`config.mk`:
```
export PLATFORM = sky130hd
export DESIGN_NAME = fetch_stage
export DESIGN_NICKNAME = d
export VERILOG_FILES = /design/src/rtl/cpu_pkg.sv /design/src/rtl/ifid_reg.sv /design/src/rtl/fetch_stage.sv
export SDC_FILE = /design/constraint.sdc
export NUM_CORES = 1
export LEC_CHECK = 0
export CORE_MARGIN = 5
export CORE_UTILIZATION = 31
export DETAILED_ROUTE_END_ITERATION = 8
export GPL_TIMING_DRIVEN = 0
export PLACE_DENSITY_LB_ADDON = 0.25
export SLEW_MARGIN = 10
export SYNTH_ARGS = -nofsm -noshare
export SYNTH_HDL_FRONTEND = slang
export SYNTH_SLANG_ARGS = --single-unit
```
`constraint.sdc`:
```
create_clock -name clk -period 4.6 [get_ports clk]
set_clock_uncertainty 0.05 [all_clocks]
set_input_delay 0.92 -clock clk [delete_from_list [all_inputs] [get_ports clk]]
set_output_delay 0.92 -clock clk [all_outputs]
set_load 0.005 [all_outputs]
```
`src/rtl/cpu_pkg.sv`:
```
// Shared types and constants for the instruction-fetch front end.
package cpu_pkg;

  localparam int unsigned XLEN = 32;
  localparam logic [XLEN-1:0] NOP_INSTR = 32'h0000_0000;
  localparam logic [XLEN-1:0] DEFAULT_HALT_WORD = 32'hFFFF_FFFF;

  typedef enum logic {
    RUN  = 1'b0,
    HALT = 1'b1
  } fetch_state_t;

  typedef struct packed {
    logic [XLEN-1:0] instr;
    logic [XLEN-1:0] pc;
    logic [XLEN-1:0] pc_plus4;
    logic            valid;
  } ifid_t;

  localparam ifid_t IFID_BUBBLE = '{instr: NOP_INSTR, pc: '0, pc_plus4: '0, valid: 1'b0};

endpackage

```
`src/rtl/ifid_reg.sv`:
```
// IF/ID pipeline register: reset > flush (bubble) > hold > load.
module ifid_reg
  import cpu_pkg::*;
(
  input  logic  clk,
  input  logic  rst,
  input  logic  load,
  input  logic  flush,
  input  ifid_t d,
  output ifid_t q
);

  ifid_t q_q;

  always_ff @(posedge clk) begin
    if (rst) begin
      q_q <= IFID_BUBBLE;
    end else if (flush) begin
      q_q <= IFID_BUBBLE;
    end else if (load) begin
      q_q <= d;
    end
  end

  assign q = q_q;

endmodule

```
`src/rtl/fetch_stage.sv`:
```
// Instruction-fetch stage: PC register, redirect/stall/halt control, range checks, IF/ID capture.
module fetch_stage
  import cpu_pkg::*;
#(
  parameter logic [31:0] RESET_PC   = 32'h0000_0000,
  parameter int unsigned IMEM_DEPTH = 32,
  parameter logic [31:0] HALT_WORD  = DEFAULT_HALT_WORD
) (
  input  logic        clk,
  input  logic        rst,
  input  logic        stall,
  input  logic        redirect,
  input  logic [31:0] redirect_pc,
  output logic [31:0] pc,
  input  logic [31:0] instr_in,
  output logic [31:0] ifid_instr,
  output logic [31:0] ifid_pc,
  output logic [31:0] ifid_pc_plus4,
  output logic        ifid_valid,
  output logic        halted,
  output logic        misalign_err,
  output logic        oob_err
);

  fetch_state_t    state_q, state_d;
  logic [XLEN-1:0] pc_q, pc_d;
  logic            misalign_q, misalign_d;
  logic            oob_q, oob_d;
  logic            ifid_load, ifid_flush;
  ifid_t           ifid_d, ifid_q;
  logic            pc_oob;

  assign pc_oob = (pc_q >> 2) >= XLEN'(IMEM_DEPTH);

  always_ff @(posedge clk) begin
    if (rst) begin
      state_q    <= RUN;
      pc_q       <= RESET_PC;
      misalign_q <= 1'b0;
      oob_q      <= 1'b0;
    end else begin
      state_q    <= state_d;
      pc_q       <= pc_d;
      misalign_q <= misalign_d;
      oob_q      <= oob_d;
    end
  end

  // Priority: redirect > stall > per-state behaviour.
  always_comb begin
    state_d    = state_q;
    pc_d       = pc_q;
    misalign_d = misalign_q;
    oob_d      = oob_q;
    ifid_load  = 1'b0;
    ifid_flush = 1'b0;
    ifid_d     = '{instr: instr_in, pc: pc_q, pc_plus4: pc_q + XLEN'(4), valid: 1'b1};
    if (redirect) begin
      pc_d       = {redirect_pc[31:2], 2'b00};
      ifid_flush = 1'b1;
      state_d    = RUN;
      if (redirect_pc[1:0] != 2'b00) misalign_d = 1'b1;
    end else if (!stall) begin
      case (state_q)
        RUN: begin
          if (pc_oob) begin
            oob_d      = 1'b1;
            ifid_flush = 1'b1;
            state_d    = HALT;
          end else if (instr_in == HALT_WORD) begin
            ifid_load = 1'b1;
            state_d   = HALT;
          end else begin
            ifid_load = 1'b1;
            pc_d      = pc_q + XLEN'(4);
          end
        end
        HALT:    ifid_flush = 1'b1;
        default: state_d = RUN;
      endcase
    end
  end

  ifid_reg u_ifid_reg (
    .clk   (clk),
    .rst   (rst),
    .load  (ifid_load),
    .flush (ifid_flush),
    .d     (ifid_d),
    .q     (ifid_q)
  );

  assign pc            = pc_q;
  assign halted        = (state_q == HALT);
  assign misalign_err  = misalign_q;
  assign oob_err       = oob_q;
  assign ifid_instr    = ifid_q.instr;
  assign ifid_pc       = ifid_q.pc;
  assign ifid_pc_plus4 = ifid_q.pc_plus4;
  assign ifid_valid    = ifid_q.valid;

endmodule

```
# After elaboration in Yosys (flattened, before gate mapping)
# Cells that the tools add are included.
[op_classes]
n_addsub = 1
order_cmp = 1
eq_ne = 5
muxes = 16
bitwise_logic = 5
reduce_logical = 7
[ops]
columns = ["cell", "count"]
rows = [
  ["32-bit 2-to-1 mux", 5],
  ["32-bit by 3-bit adder with 32-bit output (second input constant)", 1],
  ["32-bit == test (second input constant)", 1],
  ["30-bit by 6-bit greater-or-equal comparator with 1-bit output (second input constant)", 1],
  ["4-bit AND reduction", 3],
  ["1-bit 2-to-1 mux", 10],
  ["2-bit inequality test (second input constant)", 3],
  ["1-bit inverter", 5],
  ["2-bit OR reduction", 2],
  ["2-bit by 1-bit inequality test with 1-bit output (second input constant)", 1],
  ["1-bit case mux with 2 select lines", 1],
  ["2-bit AND reduction", 1],
  ["2-bit nonzero test", 1],
]
[totals]
regBits = 132
in_bits = 68
out_inout_bits = 132
wordCells = 44

# Depth between registers and ports, before layout
[logic_depth]
word_depth = 6
depth_mapped = 7

# Hierarchy
# From an unflattened synthesis, not the netlist that was laid out.
[hier_totals]
cells_unflattened = 553
hier_area_um2 = 5597.9
[modules_own_cells]
columns = ["module", "n_inst", "cells_each", "area_each_um2", "seq_area_each_um2"]
rows = [
  ["ifid_reg", 1, 314, 3444.6, 1941.9],
  ["fetch_stage", 1, 239, 2153.3, 660.6],
]

# Worst setup path before layout
# No wires, ideal clock.
[synth_timing]
path_type = "input to register"
start = "input instr_in[15]"
end = "register pc_q[12], in the netlist pc[12]"
setup_time_ns = 0.060
t_arrival_ns = 2.258
slack_ns = 2.233
cell_stages = 6
n_path_buf = 1
cell_sequence = "nand4_1 > nor4_1 > a211oi_4 > nor3_4 > buf_6 > a22o_1"
[synth_via]
elab_chain_cells = 3
[synth_lines]
columns = ["item", "line", "text"]
rows = [
  ["start, declared", "fetch_stage.sv:15", "input logic [31:0] instr_in,"],
  ["32-bit == test", "fetch_stage.sv:70", "end else if (instr_in == HALT_WORD) begin"],
  ["2-bit inequality test (no line)", "--", ""],
  ["4-bit AND reduction (no line)", "--", ""],
  ["end signal, assigned", "fetch_stage.sv:43", "pc_q <= pc_d;"],
  ["end, declared", "fetch_stage.sv:26", "logic [XLEN-1:0] pc_q, pc_d;"],
]
# No other way between the ends.
# A chain may end at the register's enable or synchronous reset.

# Worst setup path after layout
[layout_timing]
start = "input instr_in[31]"
end = "register pc_q[25], in the netlist pc[25]"
# Same word-level chain as after synthesis.

==> summary.txt <==
Logic synthesis
  • FF+latch count, synth: 126
  • Post-Syn Instances: 426
  • Area contributors post-synth: dfxtp_1, mux2i_1, and3_1, buf_4, a22o_1
  • Synth Area per Inst: 10.7 um2
  • Synth area leader: dfxtp_1
  • Yosys Warn Count: 0
  • Asr flop ratio synth: 0%
  • Sequential fraction of the synthesis area: 55.3%
  • Post-synth EDFFs: 0
  • Synth top area share: 55.3%
  • Dominant synthesized flop cell: dfxtp_1
  • Distinct cells, synth: 35
  • Synth Cell Area: 4560 um2

Final layout
  • Filler cells: 1331
  • Nets@finish: 711
  • Ant. Diodes: 0
  • Layout cells sized above 1: 12.5%
  • Synth-to-layout area growth: 61.2%
  • Final core occ: 50.7%

Clock tree
  • Clk_lat worst skew: 410 ps
  • H-tree levels: 4
  • Clock-pin slew on the worst setup and hold paths: 60 ps
  • Post-CTS repair timing setup buffer count: 0
  • Cts repair resizes: 0
  • CTS tree: done
  • Root buf cell: clkbuf_16
  • Sink Count: 126
  • Total CTS buffers: 17
  • Clock buffer depth: 2
  • Hold_buf cts: 0

Detailed routing
  • Final wirelength: 12.9 mm
  • Final ANT Viol Nets: 0
  • Pre-Repair DR Iteration Count: 4
  • Vias: 3807
  • Drt via density: 4.54
  • Number of remaining DRC errors: 0
  • Iter 0 DRT Violations: 162
  • Wirelength per Cell: 15.4 um

Floorplanning
  • DIE AREA: 17200 um2
  • Ports: 200
  • Die X: 131 um
  • Chip height: 131 um
  • Core ar.: 14500 um2
  • Row Count: 44
  • Initial Utilization: 31.5%

Worst hold path
  • Hold Path Depth: 2
  • Origin of the worst min-delay path: oob_err
  • Hold endpoint: oob_err
  • Worst min path class: flop to flop

STA
  • TNS Setup: 0 ps
  • Max-slew violation count: 0
  • RSZ-0062 raised after global routing: false
  • Hold Slack: 395 ps
  • Worst slew margin: 35.2%
  • Setup ws final: 1540 ps
  • Slew @ Worst Pin: 963 ps
  • Hold Vio Cnt, Final: 0
  • Fin crit period: 3060 ps
  • F_max: 0.327 GHz
  • # setup viols final: 0
  • Fin crit share: 66.5%

Setup path
  • Req. time, crit path: 4900 ps
  • Reg2reg end: u_ifid_reg.q[86]
  • R2R Setup Slk: 2320 ps
  • Worst EP arrival: 3360 ps
  • Critical path type: input pin to flop
  • R2r startpoint: pc[31]
  • Reg2reg path depth: 7
  • Kind of end point of the critical path: flop
  • CP startpoint kind: input pin
  • Worst-path fanout max: 10

Global route
  • Initial antenna violation count: 0
  • Largest net degree at the start of global routing: 17
  • GRT Overall Usage: 14.7%
  • Remaining Overflow, GRT: 0
  • Vias in the first global route: 3937
  • First-pass GRT wire length: 20.7 mm

Power and ir drop
  • Max VDD drop: 0.211 mV
  • Sw Ratio: 23.0%
  • Combinational power share: 7.6%
  • Leakage: 0.00289 uW
  • Clock share of power: 51.3%
  • Power density cells: 374 nW/um2
  • Switching Power: 630 uW
  • Seq pwr share: 41.1%
  • Internal power: 2110 uW

Flow run
  • Max cap viols: 0

Place
  • Post-DP HPWL: 9.95 mm
  • Post-place setup slack: 1060 ps
  • RePlAce Congestion: 0.749
  • Buffers on Ports: 191

Outcome
  • Status: finished clean
[state kept, by name (all words and copies together), names as in the netlist]
signal        count
misalign_err      1
oob_err           1
pc               30
halted            1
u_ifid_reg.q     93
[placed cells by master, fill, tap and decap left out, drive strengths merged]
cell / n
clkdlybuf4s50: 191
dfxtp: 126
nor2: 54
and3: 49
buf: 44
mux2i: 41
clkbuf: 36
a22o: 24
inv: 17
nand4: 10
a211oi: 8
nor4: 7
conb: 6
nor3: 6
xnor2: 4
a21oi: 4
clkinv: 4
nand3: 3
nor3b: 3
bufinv: 3
o21ai: 3
a41oi: 2
o31a: 2
ha: 2
xor2: 1
o21a: 1
nand3b: 1
a21bo: 1
a311oi: 1
[layout make-up]
| type | instances | area (um2) | area share [%] |
|---|---|---|---|
| flip-flops and latches | 126 | 2520 | 34.3 |
| repair buffers | 191 | 1910 | 26.0 |
| multi-input cells | 233 | 1610 | 21.9 |
| clock buffers | 17 | 425 | 5.79 |
| plain buffers | 63 | 414 | 5.64 |
| well taps | 184 | 230 | 3.13 |
| clock inverters | 15 | 201 | 2.74 |
| inverters | 9 | 33.8 | 0.460 |
[cell families (layout without fill, tap and decap cells)]
kind of cell | after synthesis | count (layout) | share of synthesized area (%)
AO/OA/AOI/OAI | 46 | 46 | 8.43
XOR/XNOR | 5 | 5 | 0.961
adder cells (fa/ha/maj) | 2 | 2 | 0.549
buffers and inverters | 72 | 295 | 9.83
flip-flops | 126 | 126 | 55.3
multiplexers | 41 | 41 | 9.00
other | 1 | 6 | 0.0823
AND/OR/NAND/NOR | 133 | 133 | 15.8
[Yosys cell counts (all sizes together) (2+ instances only)]
| library cell | instances |
|---|---|
| clkbuf | 19 |
| a41oi | 2 |
| a21oi | 4 |
| nor3b | 3 |
| nor2 | 54 |
| nand3 | 3 |
| a211oi | 8 |
| mux2i | 41 |
| o31a | 2 |
| xnor2 | 4 |
| nor4 | 7 |
| nor3 | 6 |
| o21ai | 3 |
| nand4 | 10 |
| dfxtp | 126 |
| inv | 9 |
| a22o | 24 |
| and3 | 49 |
| ha | 2 |
| buf | 44 |
[metal layers]
metal  vias to the layer above  wire length [um]  track usage [%]
met1                      1775              5560             17.3
met3                        13              1130             7.07
li1                       1886                 -                -
met5                         -                 0                0
met2                       133              6020             23.4
met4                         0               190             5.03
[per-stage QoR]
stage | cell area (um2) | total power (uW) | cells
floorplan | 4580 | 1240 | 431
global placement | 6720 | 1360 | 806
detailed placement | 6720 | 1360 | 806
CTS | 7350 | 2780 | 838
global route | 7350 | 2860 | 838
finish | 7350 | 2740 | 838
[worst max-delay path by stage]
stage	startpoint	end	slack, ps	cells past startpoint
global route	instr_in[15]	pc[26]	1320	7
finish	instr_in[31]	pc[25]	1540	7
global placement	instr_in[15]	pc[18]	1110	7
CTS	instr_in[15]	pc[25]	1490	7
detailed placement	instr_in[15]	pc[17]	1060	7
floorplan	instr_in[15]	pc[12]	2230	6
[power groups by stage]
stage	Sequential, uW	Clock (uW)	Combinational [uW]
floorplan	1150	0	93.1
global placement	1150	0	208
detailed placement	1150	0	209
CTS	1130	1450	211
global route	1130	1500	226
finish	1130	1410	208
[worst max-delay path, stage by stage]
cell             delay (ps)
clkdlybuf4s50_1         520
nand4_1                 100
nor4_1                  840
a211oi_4                280
nor3_4                  350
buf_6                   190
a22o_1                  140
Note: power is estimated with default switching activity, not from simulation.
